## config.mk

```make
export PLATFORM = sky130hd
export DESIGN_NAME = tx_msg_scheduler_flat
export DESIGN_NICKNAME = d
export VERILOG_FILES = /design/src/rtl/tx_msg_pkg.sv /design/src/rtl/tx_msg_if.sv /design/src/rtl/tx_msg_scheduler_arbiter.sv /design/src/rtl/tx_msg_scheduler.sv /design/src/flat_wrapper.sv
export SDC_FILE = /design/constraint.sdc
export NUM_CORES = 1
export LEC_CHECK = 0
export ABC_AREA = 1
export BUFFER_PORTS_ARGS = -buffer_cell sky130_fd_sc_hd__buf_2
export CAP_MARGIN = 40
export CORE_UTILIZATION = 60
export CTS_BUF_LIST = sky130_fd_sc_hd__clkbuf_16
export CTS_CLUSTER_SIZE = 24
export DETAILED_ROUTE_END_ITERATION = 8
export PLACE_DENSITY = 0.83
export RECOVER_POWER = 25
export SYNTH_ARGS = -nofsm -noshare
export SYNTH_HDL_FRONTEND = slang
export SYNTH_SLANG_ARGS = --single-unit
```

## constraint.sdc

```tcl
create_clock -name clk -period 4.48 [get_ports clk]
set_input_delay 0.448 -clock clk [delete_from_list [all_inputs] [get_ports clk]]
set_output_delay 0.448 -clock clk [all_outputs]
set_load 0.005 [all_outputs]
```

## src/rtl/tx_msg_pkg.sv

```systemverilog
// Shared definitions for the UART status-message scheduler.
//   - state_t       : scheduler FSM states
//   - MODE_*        : one-hot memory mode selects, bit order {START, INIT, NORMAL}
//   - priorityGrant : fixed-priority one-hot pick, START > INIT > NORMAL
package tx_msg_pkg;

  localparam int unsigned FRAME_LEN_DEFAULT = 35;

  localparam logic [2:0] MODE_START  = 3'b100;
  localparam logic [2:0] MODE_INIT   = 3'b010;
  localparam logic [2:0] MODE_NORMAL = 3'b001;

  typedef enum logic [3:0] {
    ST_IDLE,
    ST_SELECT,
    ST_ADV,
    ST_LOAD,
    ST_SEND,
    ST_WAIT_BUSY,
    ST_WAIT_DONE,
    ST_WRAP,
    ST_GAP
  } state_t;

  function automatic logic [2:0] priorityGrant(input logic [2:0] pend);
    logic [2:0] g;
    g = '0;
    if (pend[2])      g = MODE_START;
    else if (pend[1]) g = MODE_INIT;
    else if (pend[0]) g = MODE_NORMAL;
    return g;
  endfunction

endpackage

```

## src/rtl/tx_msg_if.sv

```systemverilog
// Handshake bundle between the control side, the status-message memory
// and the UART transmitter.
//   master : request/UART-busy driver (control FSM + UART side)
//   slave  : the scheduler
interface tx_msg_if;

  logic       iREQ_START;
  logic       iREQ_INIT;
  logic       iREQ_NORMAL;
  logic       iUART_BUSY;
  logic       oTX_START_CONTROL;
  logic       oTX_INITIAL;
  logic       oTX_NORMAL;
  logic       oTX_ADVANCE;
  logic       oUART_START;
  logic       oBUSY;
  logic [5:0] oBYTE_CNT;
  logic       oFRAME_DONE;

  modport master (
    output iREQ_START, iREQ_INIT, iREQ_NORMAL, iUART_BUSY,
    input  oTX_START_CONTROL, oTX_INITIAL, oTX_NORMAL, oTX_ADVANCE,
           oUART_START, oBUSY, oBYTE_CNT, oFRAME_DONE
  );

  modport slave (
    input  iREQ_START, iREQ_INIT, iREQ_NORMAL, iUART_BUSY,
    output oTX_START_CONTROL, oTX_INITIAL, oTX_NORMAL, oTX_ADVANCE,
           oUART_START, oBUSY, oBYTE_CNT, oFRAME_DONE
  );

endinterface

```

## src/rtl/tx_msg_scheduler_arbiter.sv

```systemverilog
// tx_req_arbiter: pending-request latch with fixed-priority grant.
//   clk, reset  : clock, asynchronous active-low reset
//   reqIn       : raw requests {START, INIT, NORMAL}, pulse or level
//   repeatSet   : auto-repeat set bits from the scheduler
//   activeMask  : type of the frame in flight; its requests are merged
//   clearMask   : bits cleared on entry to SELECT
//   pending     : latched request bits
//   grant       : one-hot winner among pending bits
//   anyPending  : OR of pending bits
module tx_req_arbiter
  import tx_msg_pkg::*;
(
  input  logic       clk,
  input  logic       reset,
  input  logic [2:0] reqIn,
  input  logic [2:0] repeatSet,
  input  logic [2:0] activeMask,
  input  logic [2:0] clearMask,
  output logic [2:0] pending,
  output logic [2:0] grant,
  output logic       anyPending
);

  // Clear wins over set so a request coinciding with SELECT entry is merged.
  always_ff @(posedge clk or negedge reset) begin
    if (!reset) pending <= '0;
    else        pending <= (pending | (reqIn & ~activeMask) | repeatSet) & ~clearMask;
  end

  always_comb begin
    grant      = priorityGrant(pending);
    anyPending = |pending;
  end

endmodule

```

## src/rtl/tx_msg_scheduler.sv

```systemverilog
// tx_msg_scheduler: sequences one status-message frame out of the message
// memory into the UART transmitter.
//   clk   : system clock
//   reset : asynchronous active-low reset (shared with the message memory)
//   bus   : tx_msg_if.slave -- requests, UART busy, mode selects, advance,
//           UART start, busy, byte index, frame-done pulse
// Optional feature: define TX_MSG_REPEAT_EN to re-send the last served
// message after REPEAT_CYCLES idle clocks.
module tx_msg_scheduler
  import tx_msg_pkg::*;
#(
  parameter int unsigned FRAME_LEN     = FRAME_LEN_DEFAULT,
  parameter int unsigned GAP_CYCLES    = 16,
  parameter int unsigned REPEAT_CYCLES = 50_000_000
) (
  input logic   clk,
  input logic   reset,
  tx_msg_if.slave bus
);

  localparam int unsigned GapW = $clog2(GAP_CYCLES + 1);

  if (FRAME_LEN < 1 || FRAME_LEN > 64 || GAP_CYCLES < 1 || REPEAT_CYCLES < 1) begin : gParamCheck
    $error("tx_msg_scheduler: unsupported parameter value");
  end

  state_t          state, stateNext;
  logic [2:0]      mode;
  logic [5:0]      byteCnt;
  logic [GapW-1:0] gapCnt;
  logic            advance, uartStart, busyOut, frameDone;

  logic [2:0] pending, grant, repeatSet, clearMask;
  logic       anyPending, selEntry, lastByte;

  tx_req_arbiter uArb (
    .clk        (clk),
    .reset      (reset),
    .reqIn      ({bus.iREQ_START, bus.iREQ_INIT, bus.iREQ_NORMAL}),
    .repeatSet  (repeatSet),
    .activeMask (mode),
    .clearMask  (clearMask),
    .pending    (pending),
    .grant      (grant),
    .anyPending (anyPending)
  );

  assign selEntry  = (state == ST_IDLE) && anyPending;
  assign clearMask = selEntry ? grant : '0;
  assign lastByte  = (byteCnt == 6'(FRAME_LEN - 1));

  always_comb begin
    stateNext = state;
    case (state)
      ST_IDLE:      if (anyPending) stateNext = ST_SELECT;
      ST_SELECT:    stateNext = ST_ADV;
      ST_ADV:       stateNext = ST_LOAD;
      ST_LOAD:      stateNext = ST_SEND;
      ST_SEND:      stateNext = ST_WAIT_BUSY;
      ST_WAIT_BUSY: if (bus.iUART_BUSY) stateNext = ST_WAIT_DONE;
      ST_WAIT_DONE: if (!bus.iUART_BUSY) stateNext = lastByte ? ST_WRAP : ST_ADV;
      ST_WRAP:      stateNext = ST_GAP;
      ST_GAP:       if (gapCnt == GapW'(GAP_CYCLES - 1)) stateNext = ST_IDLE;
      default:      stateNext = ST_IDLE;
    endcase
  end

  // Outputs are registered from stateNext so they appear in the same cycle
  // as the corresponding state, glitch-free.
  always_ff @(posedge clk or negedge reset) begin
    if (!reset) begin
      state     <= ST_IDLE;
      mode      <= '0;
      byteCnt   <= '0;
      gapCnt    <= '0;
      advance   <= 1'b0;
      uartStart <= 1'b0;
      busyOut   <= 1'b0;
      frameDone <= 1'b0;
    end else begin
      state <= stateNext;

      if (selEntry)                                        mode <= grant;
      else if (stateNext == ST_GAP || stateNext == ST_IDLE) mode <= '0;

      if (selEntry)                                          byteCnt <= '0;
      else if (state == ST_WAIT_DONE && stateNext == ST_ADV) byteCnt <= byteCnt + 6'd1;

      if (state == ST_GAP) gapCnt <= gapCnt + 1'b1;
      else                 gapCnt <= '0;

      advance   <= (stateNext == ST_ADV) || (stateNext == ST_WRAP);
      uartStart <= (stateNext == ST_SEND);
      busyOut   <= (stateNext != ST_IDLE);
      frameDone <= (state == ST_WRAP);
    end
  end

`ifdef TX_MSG_REPEAT_EN
  localparam int unsigned RepeatW = $clog2(REPEAT_CYCLES + 1);

  logic [RepeatW-1:0] idleCnt;
  logic [2:0]         lastServed;
  logic               idleQuiet, repeatFire;

  assign idleQuiet  = (state == ST_IDLE) && !anyPending;
  assign repeatFire = idleQuiet && (idleCnt == RepeatW'(REPEAT_CYCLES - 1));
  // lastServed stays zero until the first frame, so no refresh is set before then.
  assign repeatSet  = repeatFire ? lastServed : '0;

  always_ff @(posedge clk or negedge reset) begin
    if (!reset) begin
      idleCnt    <= '0;
      lastServed <= '0;
    end else begin
      if (selEntry) lastServed <= grant;
      if (idleQuiet) idleCnt <= repeatFire ? '0 : idleCnt + 1'b1;
      else           idleCnt <= '0;
    end
  end
`else
  assign repeatSet = '0;
`endif

  assign bus.oTX_START_CONTROL = mode[2];
  assign bus.oTX_INITIAL       = mode[1];
  assign bus.oTX_NORMAL        = mode[0];
  assign bus.oTX_ADVANCE       = advance;
  assign bus.oUART_START       = uartStart;
  assign bus.oBUSY             = busyOut;
  assign bus.oBYTE_CNT         = byteCnt;
  assign bus.oFRAME_DONE       = frameDone;

endmodule

```

## src/flat_wrapper.sv

```systemverilog
// flat-port wrapper written by rule: the top's interface ports become plain ports
module tx_msg_scheduler_flat import tx_msg_pkg::*;
#(
  parameter int unsigned FRAME_LEN     = FRAME_LEN_DEFAULT,
  parameter int unsigned GAP_CYCLES    = 16,
  parameter int unsigned REPEAT_CYCLES = 50_000_000
)
  (clk, reset, bus_iREQ_START, bus_iREQ_INIT, bus_iREQ_NORMAL, bus_iUART_BUSY, bus_oTX_START_CONTROL, bus_oTX_INITIAL, bus_oTX_NORMAL, bus_oTX_ADVANCE, bus_oUART_START, bus_oBUSY, bus_oBYTE_CNT, bus_oFRAME_DONE);
  tx_msg_if bus_i ();
  input logic clk;
  input logic reset;
  input wire logic [$bits(bus_i.iREQ_START)-1:0] bus_iREQ_START;
  input wire logic [$bits(bus_i.iREQ_INIT)-1:0] bus_iREQ_INIT;
  input wire logic [$bits(bus_i.iREQ_NORMAL)-1:0] bus_iREQ_NORMAL;
  input wire logic [$bits(bus_i.iUART_BUSY)-1:0] bus_iUART_BUSY;
  output wire logic [$bits(bus_i.oTX_START_CONTROL)-1:0] bus_oTX_START_CONTROL;
  output wire logic [$bits(bus_i.oTX_INITIAL)-1:0] bus_oTX_INITIAL;
  output wire logic [$bits(bus_i.oTX_NORMAL)-1:0] bus_oTX_NORMAL;
  output wire logic [$bits(bus_i.oTX_ADVANCE)-1:0] bus_oTX_ADVANCE;
  output wire logic [$bits(bus_i.oUART_START)-1:0] bus_oUART_START;
  output wire logic [$bits(bus_i.oBUSY)-1:0] bus_oBUSY;
  output wire logic [$bits(bus_i.oBYTE_CNT)-1:0] bus_oBYTE_CNT;
  output wire logic [$bits(bus_i.oFRAME_DONE)-1:0] bus_oFRAME_DONE;
  assign bus_i.iREQ_START = bus_iREQ_START;
  assign bus_i.iREQ_INIT = bus_iREQ_INIT;
  assign bus_i.iREQ_NORMAL = bus_iREQ_NORMAL;
  assign bus_i.iUART_BUSY = bus_iUART_BUSY;
  assign bus_oTX_START_CONTROL = bus_i.oTX_START_CONTROL;
  assign bus_oTX_INITIAL = bus_i.oTX_INITIAL;
  assign bus_oTX_NORMAL = bus_i.oTX_NORMAL;
  assign bus_oTX_ADVANCE = bus_i.oTX_ADVANCE;
  assign bus_oUART_START = bus_i.oUART_START;
  assign bus_oBUSY = bus_i.oBUSY;
  assign bus_oBYTE_CNT = bus_i.oBYTE_CNT;
  assign bus_oFRAME_DONE = bus_i.oFRAME_DONE;
  tx_msg_scheduler #(.FRAME_LEN(FRAME_LEN), .GAP_CYCLES(GAP_CYCLES), .REPEAT_CYCLES(REPEAT_CYCLES)) u_core (.clk(clk), .reset(reset), .bus(bus_i));
endmodule
```

==> metrics <==
startpoint of the lowest-slack register-to-register path=u_core.uArb.pending[2]; top-area cell type share of the netlist area=0.471; hold slack final=0.463 ns; warnings from Yosys=0; GRT Total Usage=0.236; count of input and output buffers=18; library cell with the largest summed area after synthesis=sky130_fd_sc_hd__dfrtp_1; Pwr Total=0.889 mW; clock tree sinks=25; CP Data Arrival Time=1.85 ns; total of max-cap violations=0; post-synthesis async set-or-reset flop share=1.00; #FFs+latches synth=25; kind of capture point of the worst setup path=register; status=finished clean; Worst Setup Path Type=register to register; path class of the lowest-slack min-delay path=primary input to async pin; maximum number of pins on one net before global-route repair=26; height of the chip=49.1 um; Die X-Extent=49.1 um; maximum single-stage delay on the critical path=0.39 ns; leakage power=0.827 nW; post-synthesis cell type count=24; r2r setup slk=2.77 ns; Initial DRT Pass Iterations=4; setup repair after global routing missed its margin=no; VDD IR-drop max=0.377 mV; number of enable flip-flop cells after synthesis=0; highest clock rate=0.585 GHz; clock latency on the worst-skew pair=0.25 ns; post-route fraction of the period consumed by the critical path=0.382; Clock Skew=0.00380 ns; per-instance average area after synthesis=8.52 um^2; Max Root-Sink Buffers=2; count of endpoints failing setup in the final report=0; Overflow after GRT=0; overall routed net length=2320 um; number of antenna violations at the first check in global routing=0; fraction of final layout cells sized beyond drive strength 1=0.226; root buffer cell=sky130_fd_sc_hd__clkbuf_16; initial drt markers=34; cell types with the largest area share after synthesis=sky130_fd_sc_hd__dfrtp_1 (47%), sky130_fd_sc_hd__nand2_1 (7.9%), sky130_fd_sc_hd__nand3_1 (7.5%), sky130_fd_sc_hd__inv_1 (5.9%), sky130_fd_sc_hd__nor2_1 (4.8%); top cells by instance count after synthesis=sky130_fd_sc_hd__nand2_1 (28), sky130_fd_sc_hd__dfrtp_1 (25), sky130_fd_sc_hd__inv_1 (21); endpoints failing hold=0; net count after synthesis=166; Worst slew margin=0.143; DPL Wire Length=1780 um; Worst Max-Slew Pin Slew=1.29 ns; via count of the first global-routing pass=1040; CP startpoint kind=register; list of cells traversed by the critical path=clkinv_1, nand2_1, o21ai_4, nand2_2, nor2_4, nand3_2, or2_1; Post-Layout Inst Area=1530 um^2; highest fanout seen on the critical path=16; count of mapped cells out of synthesis=156; Inserted Clock Buffers=3; ratio of total power to cell area=582 nW/um^2; CTS Hold Bufs=0; Max Transition Viols Final=0; effective utilization at floorplan=0.657; DRC viols=0; placeable core region=2020 um^2; number of H-tree levels=1; slowest cell on the critical path=sky130_fd_sc_hd__o21ai_4; library cell with the highest instance count after synthesis=sky130_fd_sc_hd__nand2_1; final-stage net count=188; Final min period=1.71 ns; number of buffers added for setup after CTS=0; share of the yosys chip area belonging to registers=0.471; post-route setup TNS=0 ns; die area=2410 um^2; Post-Synthesis Cell Area=1330 um^2; average via count per standard cell=5.08; placement-stage cell area=1450 um^2; clock input transition at the sequential cells of the worst setup and hold paths=0.06 ns; clock tree from TritonCTS=built; detailed-route via count=1037; first-pass GRT wire length=4390 um; layout overhead on the synthesized area=14.9%; primary flip-flop cell chosen by synthesis mapping=sky130_fd_sc_hd__dfrtp_1; total inserted antenna cells=0; count of antenna-violating nets left after detailed routing=0; I/O pin count=19; detail-routed net length per standard cell=11.4 um; Resize count post-CTS=0; CP Data Required Time=4.62 ns; Cell Rows=16; worst setup path startpoint=u_core.uArb.pending[2]; final RePlAce weighted congestion=0.809
-- kinds of logic (layout without fill, tap and decap cells) --
family,after synthesis,in the layout,share of synthesized area
compound gates,8,8,0.0424
simple gates,84,84,0.331
xor+xnor,5,5,0.0330
buf+inv,30,51,0.0847
flops,25,25,0.471
fa+ha+maj,4,4,0.0377
-- layout make-up --
type / count / area (um^2)
sequential: 25 / 626
inverter: 29 / 109
timing repair buffer: 18 / 88.8
multi-input combinational: 101 / 591
clock inverter: 1 / 3.75
tap: 27 / 33.8
fill: 152 / 495
clock buffer: 3 / 75.1
-- metal layers --
metal  vias to the layer above  part of all wire  global-route usage
li1                        532                 -                   -
met1                       480              0.47               0.311
met2                        23              0.49               0.395
met3                         2             0.033              0.0280
met4                         0            0.0056              0.0931
met5                         -                 0                   0
-- through the flow --
stage	setup slack [ns]	instances	utilization
2_1_floorplan	2.99	156	-
3_3_place_gp	2.85	200	0.717
3_5_place_dp	2.77	200	0.717
4_1_cts	2.75	204	0.756
5_1_grt	2.62	204	0.755
6_report	2.77	204	0.755
-- power breakdown --
group | switching [mW] | internal (mW)
Sequential | 0.0477 | 0.279
Clock | 0.0678 | 0.119
Combinational | 0.246 | 0.130
-- placed cells by master, fill, tap and decap left out, types with 3 or more instances in the layout --
cell / instances
sky130_fd_sc_hd__buf_2: 17
sky130_fd_sc_hd__inv_2: 7
sky130_fd_sc_hd__nand3_1: 20
sky130_fd_sc_hd__nor3_1: 3
sky130_fd_sc_hd__a21oi_1: 4
sky130_fd_sc_hd__inv_1: 22
sky130_fd_sc_hd__nand2_4: 4
sky130_fd_sc_hd__ha_1: 4
sky130_fd_sc_hd__nor2_4: 4
sky130_fd_sc_hd__xor2_1: 3
sky130_fd_sc_hd__nand2_1: 28
sky130_fd_sc_hd__dfrtp_1: 25
sky130_fd_sc_hd__clkbuf_16: 3
sky130_fd_sc_hd__nor2_1: 17
-- worst max-delay path, delay by kind of cell (launching register included) --
family | cells | cell delay [ns]
AO/OA/AOI/OAI | 1 | 0.39
AND/OR/NAND/NOR | 5 | 0.72
buffers and inverters | 1 | 0.08
flip-flops | 1 | 0.38
-- sequential cells by signal, summed over array words and instances, names as in the netlist --
| name | cells |
|---|---|
| u_core.bus.oBYTE_CNT | 6 |
| u_core.gapCnt | 5 |
| u_core.state | 4 |
| u_core.mode | 3 |
| u_core.uArb.pending | 3 |
| u_core.bus.oBUSY | 1 |
| u_core.bus.oFRAME_DONE | 1 |
| u_core.bus.oTX_ADVANCE | 1 |
| u_core.bus.oUART_START | 1 |
-- worst paths after layout --
path / end / depth (start not counted)
worst max-delay path: u_core.bus.oBUSY / 7
worst min-delay path: u_core.state[2] / 1
worst max register to register: u_core.bus.oBUSY / 7
worst min register to register: u_core.gapCnt[0] / 1
max in group asynchronous: u_core.mode[1] / 1
min in group clk: u_core.uArb.pending[2] / 3
(Power assumes the default switching activity.)
